$ cat config.mk
export PLATFORM = sky130hd
export DESIGN_NAME = wb_stage
export DESIGN_NICKNAME = d
export VERILOG_FILES = /design/src/rtl/wb_stage_pkg.sv /design/src/rtl/wb_stage_regfile.sv /design/src/rtl/wb_stage.sv
export SDC_FILE = /design/constraint.sdc
export NUM_CORES = 2
export LEC_CHECK = 0
export CORE_AREA = 4 4 301 303
export CTS_BUF_LIST = sky130_fd_sc_hd__clkbuf_8
export DETAILED_ROUTE_END_ITERATION = 8
export DIE_AREA = 0 0 305 307
export GPL_ROUTABILITY_DRIVEN = 0
export MAX_ROUTING_LAYER = met4
export PLACE_DENSITY_LB_ADDON = 0.08
export SETUP_SLACK_MARGIN = 0.3
export SLEW_MARGIN = 30
export SYNTH_ARGS = -nofsm -noshare
export SYNTH_HDL_FRONTEND = slang
export SYNTH_HIERARCHICAL = 1
export SYNTH_SLANG_ARGS = --single-unit
$ cat constraint.sdc
create_clock -name clk -period 5.71 [get_ports clk]
set_clock_uncertainty 0.2 [all_clocks]
set_input_delay 0.8565 -clock clk [delete_from_list [all_inputs] [get_ports clk]]
set_output_delay 0.8565 -clock clk [all_outputs]
set_load 0.03 [all_outputs]
$ cat src/rtl/wb_stage_pkg.sv
// Shared constants and widths for the write-back stage
// and its register file.
package wb_stage_pkg;

    localparam int RegBusW  = 32;
    localparam int RegAddrW = 5;
    localparam int RegNum   = 32;

    localparam logic RstEnable    = 1'b1;
    localparam logic WriteEnable  = 1'b1;
    localparam logic WriteDisable = 1'b0;
    localparam logic ReadEnable   = 1'b1;
    localparam logic ReadDisable  = 1'b0;

    localparam logic [RegBusW-1:0]  ZeroWord   = '0;
    localparam logic [RegAddrW-1:0] NOPRegAddr = '0;

endpackage

$ cat src/rtl/wb_stage_regfile.sv
// Architectural GPR file: one write port fed by MEM/WB,
// two combinational read ports with same-cycle bypass.
module wb_stage_regfile
    import wb_stage_pkg::*;
#(
    parameter int DATA_W  = RegBusW,
    parameter int ADDR_W  = RegAddrW,
    parameter int REG_NUM = RegNum
) (
    input  logic              clk,
    input  logic              rst,
    input  logic              stall,
    input  logic              we,
    input  logic [ADDR_W-1:0] waddr,
    input  logic [DATA_W-1:0] wdata,
    input  logic              re1,
    input  logic [ADDR_W-1:0] raddr1,
    output logic [DATA_W-1:0] rdata1,
    input  logic              re2,
    input  logic [ADDR_W-1:0] raddr2,
    output logic [DATA_W-1:0] rdata2
);

    localparam logic [DATA_W-1:0] Zero = DATA_W'(ZeroWord);
    localparam logic [ADDR_W-1:0] Nop  = ADDR_W'(NOPRegAddr);

    logic [DATA_W-1:0] regs [REG_NUM];
    logic              wr_ok;

    assign wr_ok = (we == WriteEnable) && (waddr != Nop) && !stall;

    always_ff @(posedge clk) begin
        if (rst == RstEnable) begin
            for (int i = 0; i < REG_NUM; i++) begin
                regs[i] <= Zero;
            end
        end else if (wr_ok) begin
            regs[waddr] <= wdata;
        end
    end

    // A commit landing this edge is visible to ID in the same cycle.
    always_comb begin
        rdata1 = Zero;
        if (rst == RstEnable) begin
            rdata1 = Zero;
        end else if (re1 == ReadDisable) begin
            rdata1 = Zero;
        end else if (raddr1 == Nop) begin
            rdata1 = Zero;
        end else if (wr_ok && (waddr == raddr1)) begin
            rdata1 = wdata;
        end else begin
            rdata1 = regs[raddr1];
        end
    end

    always_comb begin
        rdata2 = Zero;
        if (rst == RstEnable) begin
            rdata2 = Zero;
        end else if (re2 == ReadDisable) begin
            rdata2 = Zero;
        end else if (raddr2 == Nop) begin
            rdata2 = Zero;
        end else if (wr_ok && (waddr == raddr2)) begin
            rdata2 = wdata;
        end else begin
            rdata2 = regs[raddr2];
        end
    end

endmodule

$ cat src/rtl/wb_stage.sv
// Write-back stage: MEM/WB pipeline register plus the
// register file it commits into.
module wb_stage
    import wb_stage_pkg::*;
#(
    parameter int DATA_W  = RegBusW,
    parameter int ADDR_W  = RegAddrW,
    parameter int REG_NUM = RegNum
) (
    input  logic              clk,
    input  logic              rst,
    input  logic              stall_mem,
    input  logic              stall_wb,
    input  logic              flush,
    input  logic [ADDR_W-1:0] mem_waddr,
    input  logic [DATA_W-1:0] mem_wdata,
    input  logic              mem_we,
    input  logic              re1,
    input  logic [ADDR_W-1:0] raddr1,
    output logic [DATA_W-1:0] rdata1,
    input  logic              re2,
    input  logic [ADDR_W-1:0] raddr2,
    output logic [DATA_W-1:0] rdata2,
    output logic [ADDR_W-1:0] wb_waddr_o,
    output logic [DATA_W-1:0] wb_wdata_o,
    output logic              wb_we_o
);

    logic [ADDR_W-1:0] nxt_waddr;
    logic [DATA_W-1:0] nxt_wdata;
    logic              nxt_we;

    // A MEM-only stall inserts a bubble so the stalled
    // instruction commits once, when MEM finally releases it.
    // WB-only stall is not a legal ctrl output; it holds.
    always_comb begin
        nxt_waddr = wb_waddr_o;
        nxt_wdata = wb_wdata_o;
        nxt_we    = wb_we_o;
        if (flush) begin
            nxt_waddr = '0;
            nxt_wdata = '0;
            nxt_we    = WriteDisable;
        end else if (stall_wb) begin
            nxt_waddr = wb_waddr_o;
            nxt_wdata = wb_wdata_o;
            nxt_we    = wb_we_o;
        end else if (stall_mem) begin
            nxt_waddr = '0;
            nxt_wdata = '0;
            nxt_we    = WriteDisable;
        end else begin
            nxt_waddr = mem_waddr;
            nxt_wdata = mem_wdata;
            nxt_we    = mem_we;
        end
    end

    always_ff @(posedge clk) begin
        if (rst == RstEnable) begin
            wb_waddr_o <= '0;
            wb_wdata_o <= '0;
            wb_we_o    <= WriteDisable;
        end else begin
            wb_waddr_o <= nxt_waddr;
            wb_wdata_o <= nxt_wdata;
            wb_we_o    <= nxt_we;
        end
    end

    wb_stage_regfile #(
        .DATA_W  (DATA_W),
        .ADDR_W  (ADDR_W),
        .REG_NUM (REG_NUM)
    ) u_regfile (
        .clk    (clk),
        .rst    (rst),
        .stall  (stall_wb),
        .we     (wb_we_o),
        .waddr  (wb_waddr_o),
        .wdata  (wb_wdata_o),
        .re1    (re1),
        .raddr1 (raddr1),
        .rdata1 (rdata1),
        .re2    (re2),
        .raddr2 (raddr2),
        .rdata2 (rdata2)
    );

endmodule

### Word level (Yosys, flattened, before mapping)

Memory sizes are Yosys's and may differ from the RTL's.
Cells that the tools add are included.

* memories kept: 1
* register bits: 38
* output and inout bits: 102
* memory bits (writable): 1024
* input port bits: 55
* logic and storage cells: 35

Memories
* u_regfile.regs: depth 32, bits a word 32, read ports 2, clocked after Yosys merged registers in 0, wr ports 32, RTL line wb_stage_regfile.sv:27 `logic [DATA_W-1:0] regs [REG_NUM];`

* equal/unequal tests: 2
* multiplexer cells: 19
* reductions and logical operators: 10

Operators by type and width (count)
* two-way mux 32 bit: 10
* OR reduction 32 bit: 1
* equality test 5 bit: 2
* zero test 5 bit: 2
* two-way mux 5 bit: 2
* two-way mux 1 bit: 7
* nonzero test 5 bit: 1
* logical AND 1 bit: 4
* OR reduction 2 bit: 1
* zero test 1 bit: 1

### Depth between registers and ports, before layout

* depth in word-level cells: 8
* mapped depth: 9
* depth with buffers taken out: 5

### Modules after synthesis

Netlist, hierarchy kept.

Modules (own cells, without submodules)
* wb_stage_regfile: cells each 3903, times used 1, seq. area each 30749.5 um2, area each 55321.8 um2
* wb_stage: cells each 169, times used 1, seq. area each 760.7 um2, area each 1589.0 um2

### Worst setup path before layout

OpenSTA, ideal clock, no wires.

* kind: input-to-output
* start point: in raddr2[0]
* end point: out rdata2[18]
* path slack: 1880 ps
* cell stages on the path: 6
* path buffers: 2
* arrival: 2774 ps
* required time: 4654 ps
* cell sequence: buf_2 > clkbuf_1 > mux4_2 > a22oi_1 > o21ai_0 > a221o_1

* word-level cells in the longest chain between the ends: 6
* elaborated cells between the ends (all ways): 8
* classes of those cells: eq/ne: 1; mux: 4; reduce/logical: 2; memory: 1

RTL lines
* start: declaration: RTL line wb_stage.sv:22 `input logic [ADDR_W-1:0] raddr2,`
* branches (longest 3 deep; another with memory (32 x 32 bit))
* two-way mux 32 bit *: RTL line wb_stage_regfile.sv:64 `end else if (raddr2 == Nop) begin`
* two-way mux 32 bit *: RTL line wb_stage_regfile.sv:62 `end else if (re2 == ReadDisable) begin`
* two-way mux 32 bit *: RTL line wb_stage_regfile.sv:60 `if (rst == RstEnable) begin`
* end: declaration: RTL line wb_stage.sv:23 `output logic [DATA_W-1:0] rdata2,`

Every way passes the cells marked *.

### Worst setup path after layout

* start point: reg wb_waddr_o[3]
* end point: out rdata2[23]

* word-level cells in the longest chain between the ends: 8
* elaborated cells between the ends (all ways): 9
* classes of those cells: eq/ne: 1; mux: 4; reduce/logical: 4

RTL lines
* start: declaration: RTL line wb_stage.sv:24 `output logic [ADDR_W-1:0] wb_waddr_o,`
* start signal: assignment: RTL line wb_stage.sv:65 `wb_waddr_o <= nxt_waddr;`
* nonzero test 5 bit: RTL line wb_stage_regfile.sv:30 `assign wr_ok = (we == WriteEnable) && (waddr != Nop) && !stall;`
* logical AND 1 bit (2 in series): RTL line wb_stage_regfile.sv:30
* logical AND 1 bit *: RTL line wb_stage_regfile.sv:66 `end else if (wr_ok && (waddr == raddr2)) begin`
* two-way mux 32 bit *: RTL line wb_stage_regfile.sv:66
* two-way mux 32 bit *: RTL line wb_stage_regfile.sv:64
* two-way mux 32 bit *: RTL line wb_stage_regfile.sv:62
* two-way mux 32 bit *: RTL line wb_stage_regfile.sv:60

Mark *: on every way between the ends. The rest lies on a longest branch, timed or not.

==> impl_metrics.tcl <==
set metrics [dict create \
    outcome "completed" \
    numCtsBuffers 175 \
    die_area_um2 93600 \
    hold_class "input pin to flop" \
    post_drt_wl_per_cell_um 33.9 \
    slowest_delay_ns 0.80 \
    area_growth_pct 12.0 \
    synth.avg_cell_area_um2 14.0 \
    setup_viol 0 \
    yosys.area.top_type_share_pct 54.0 \
    port_buffers 156 \
    dp_slack_ns 0.767 \
    ys_ff_latch 1062 \
    top_usage_layer "met2" \
    h-tree-depth 4 \
    cts_max_path_buffers 3 \
    use_met2_pct 61.2 \
    wl_um 186000 \
    p_leak_uw 0.0236 \
    ys.warnings.count 6 \
    rsz0062_at_grt "false" \
    final_antenna_net_count 0 \
    ys_top_cells_by_count "1024 x edfxtp_1, 995 x and2_1, 378 x mux2i_1" \
    finalHoldViolations 0 \
    synth_most_common_cell "edfxtp_1" \
    use_met3_pct 11.9 \
    drt-initial-drc-count 6014 \
    synth_area_leaders "edfxtp_1 54%, mux4_2 13%, and2_1 11%" \
    ir_drop_uv 236 \
    crit_type "flop to output pin" \
    drive_gt1_share_pct 20.5 \
    synth.yosys.seq_area_share_pct 55.4 \
    fill_cells 5742 \
    fmax_ghz 0.189 \
    grt_overflow_total 0 \
    cts_tree "done" \
    crit_slowest_cell "dfxtp_1" \
    cts_sinks 1062 \
    num-nets-final 4252 \
    crit_chain "or3_4 > o31ai_4 > nor3_2 > o211a_2 > a221o_1 > clkdlybuf4s50_1" \
    cts_hold_buf 0 \
    die_y_um 307 \
    fp.coreArea_um2 88000 \
    async_reset_ff_share_pct 0 \
    syn_area_um2 56900 \
    max_slew_margin_pct 23.5 \
    hold_ws_ns 0.237 \
    worst_slack_ns 0.413 \
    num_io_pins 157 \
    drc 0 \
    first_pass_iters 7 \
    fin_crit_sh_pct 92.8 \
    crit_fanout 20 \
    path_clk_slew_ns 0.06 \
    met1_usage_pct 51.4 \
    worstSetupStartpointType "flop" \
    start_util_pct 64.7 \
    endpoint_kind "output pin" \
    final_area_um2 63700 \
    fin_setup_tns_ns 0 \
    place_hpwl_um 109000 \
    via_count 39800 \
    post_drt_via_cell_ratio 7.22 \
    root_buffer "clkbuf_8" \
    cts_setup_buffers 0 \
    slew_violations 0 \
    layout_min_cycle_time_ns 5.30 \
    yosysUniqueCellTypes 51 \
    die_w_um 305 \
    grt_pass1_wl_um 265000 \
    placedInstanceArea_um2 60500 \
    post_cts_resized 0 \
    worst_pin_slew_ns 1.15 \
    grt_max_degree 126 \
    cp.arrival_ns 4.24 \
    max_cap_violations 0 \
    synth.largest_area_cell "edfxtp_1" \
    ys_dominant_reg_cell "edfxtp_1" \
    antenna_found_initial 5 \
    syn_inst 4072 \
    synth_edf_count 1024 \
    placementRows 109 \
    grt_pass1_vias 39400 \
    p_per_area_nw_per_um2 268 \
    track_usage_pct 40.5 \
    crit_required_ns 4.65 \
    clk_latency_ns 0.85 \
]
==> cell families after synthesis <==
kind of cell              count (synthesis)  synth area share [%]
AOI/OAI and AO/OA                       614                  8.07
xor gates and xnor gates                 10                 0.154
buffers and inverters                   444                  3.48
DFF                                    1062                  55.4
muxes                                   703                  19.5
other                                     1               0.00659
and+or+nand+nor                        1238                  13.4
==> through the flow <==
stage / util [%] / power (uW) / cells
2_1_floorplan: - / 10200 / 4103
3_3_place_gp: 68.8 / 10900 / 5183
3_5_place_dp: 68.8 / 11000 / 5183
4_1_cts: 72.4 / 17000 / 5498
5_1_grt: 72.5 / 17500 / 5503
6_report: 72.5 / 17100 / 5504
==> final timing paths <==
check / from / end / slack [ns] / cells past startpoint
min: rst / u_regfile/regs[0][29]$_SDFFCE_PN0P_ / 0.24 / 1
min reg2reg: wb_wdata_o[3]$_SDFFE_PP0N_ / wb_wdata_o[3]$_SDFFE_PP0N_ / 0.26 / 2
max reg2reg: wb_waddr_o[3]$_SDFFE_PP0N_ / u_regfile/regs[20][21]$_SDFFCE_PN0P_ / 1.87 / 5
max: wb_waddr_o[3]$_SDFFE_PP0N_ / rdata2[23] / 0.41 / 6
==> layout by cell type, fill, tap and decap left out, types with 5 or more instances in the layout <==
cell             synthesis  layout
conb_1                   1      32
buf_12                   0      60
nand2_2                  9       9
mux2i_1                378     378
buf_4                   19     191
or3b_1                  38      38
nor3b_1                 31      31
nor2_1                  71      36
edfxtp_1              1024    1024
a22oi_1                127     127
o21bai_1                31      31
dfxtp_1                 38      34
inv_1                    2      84
a221oi_1               157     157
a221o_1                 94      94
xnor2_1                 10      10
clkinv_2                 0      10
mux4_2                 324     324
clkinvlp_4               0       5
nor2_4                   0      31
clkbuf_8                 1     186
o21ai_0                 63      63
clkinv_1                 0      28
or2_2                   31      30
a21oi_1                132     132
and2_1                 995     993
nand2_1                 35      35
nand3b_1                 5       5
clkdlybuf4s50_1          0      99
==> power breakdown <==
group	internal [uW]	switching, uW	total, uW	leakage, uW
clock	3120	3050	6170	0.00191
sequential	8780	146	8920	0.0110
combinational	779	1190	1970	0.0108
total	12700	4380	17100	0.0236
==> routing by layer <==
layer / wire [um] / share of wire, %
met1: 64600 / 35
met2: 85400 / 46
met3: 26500 / 14
met4: 9970 / 5.3
met5: 0 / 0
==> worst max-delay path, delay by kind of cell (launching register included) <==
family | cells | cell delay, ns
and+or+nand+nor | 2 | 0.68
buffers and inverters | 1 | 0.71
DFF | 1 | 0.80
AOI/OAI and AO/OA | 3 | 1.18
==> area by class of cell <==
class                      instances  area [um2]  area share (%)
antenna                            4        10.0          0.0157
clock buffer                     186        2560            4.02
clock inverter                   129         598           0.938
inverter                           2        8.76          0.0137
multi-input combinational       2597       23900            37.4
sequential                      1062       31500            49.4
tap                             1165        1460            2.29
timing repair buffer             359        3740            5.86
==> flip-flops by register name, summed over array words and instances, names as in the netlist <==
signal	cells
u_regfile/regs	1024
wb_wdata_o	32
wb_waddr_o	5
wb_we_o	1
Note: power is estimated with default switching activity, not from simulation.
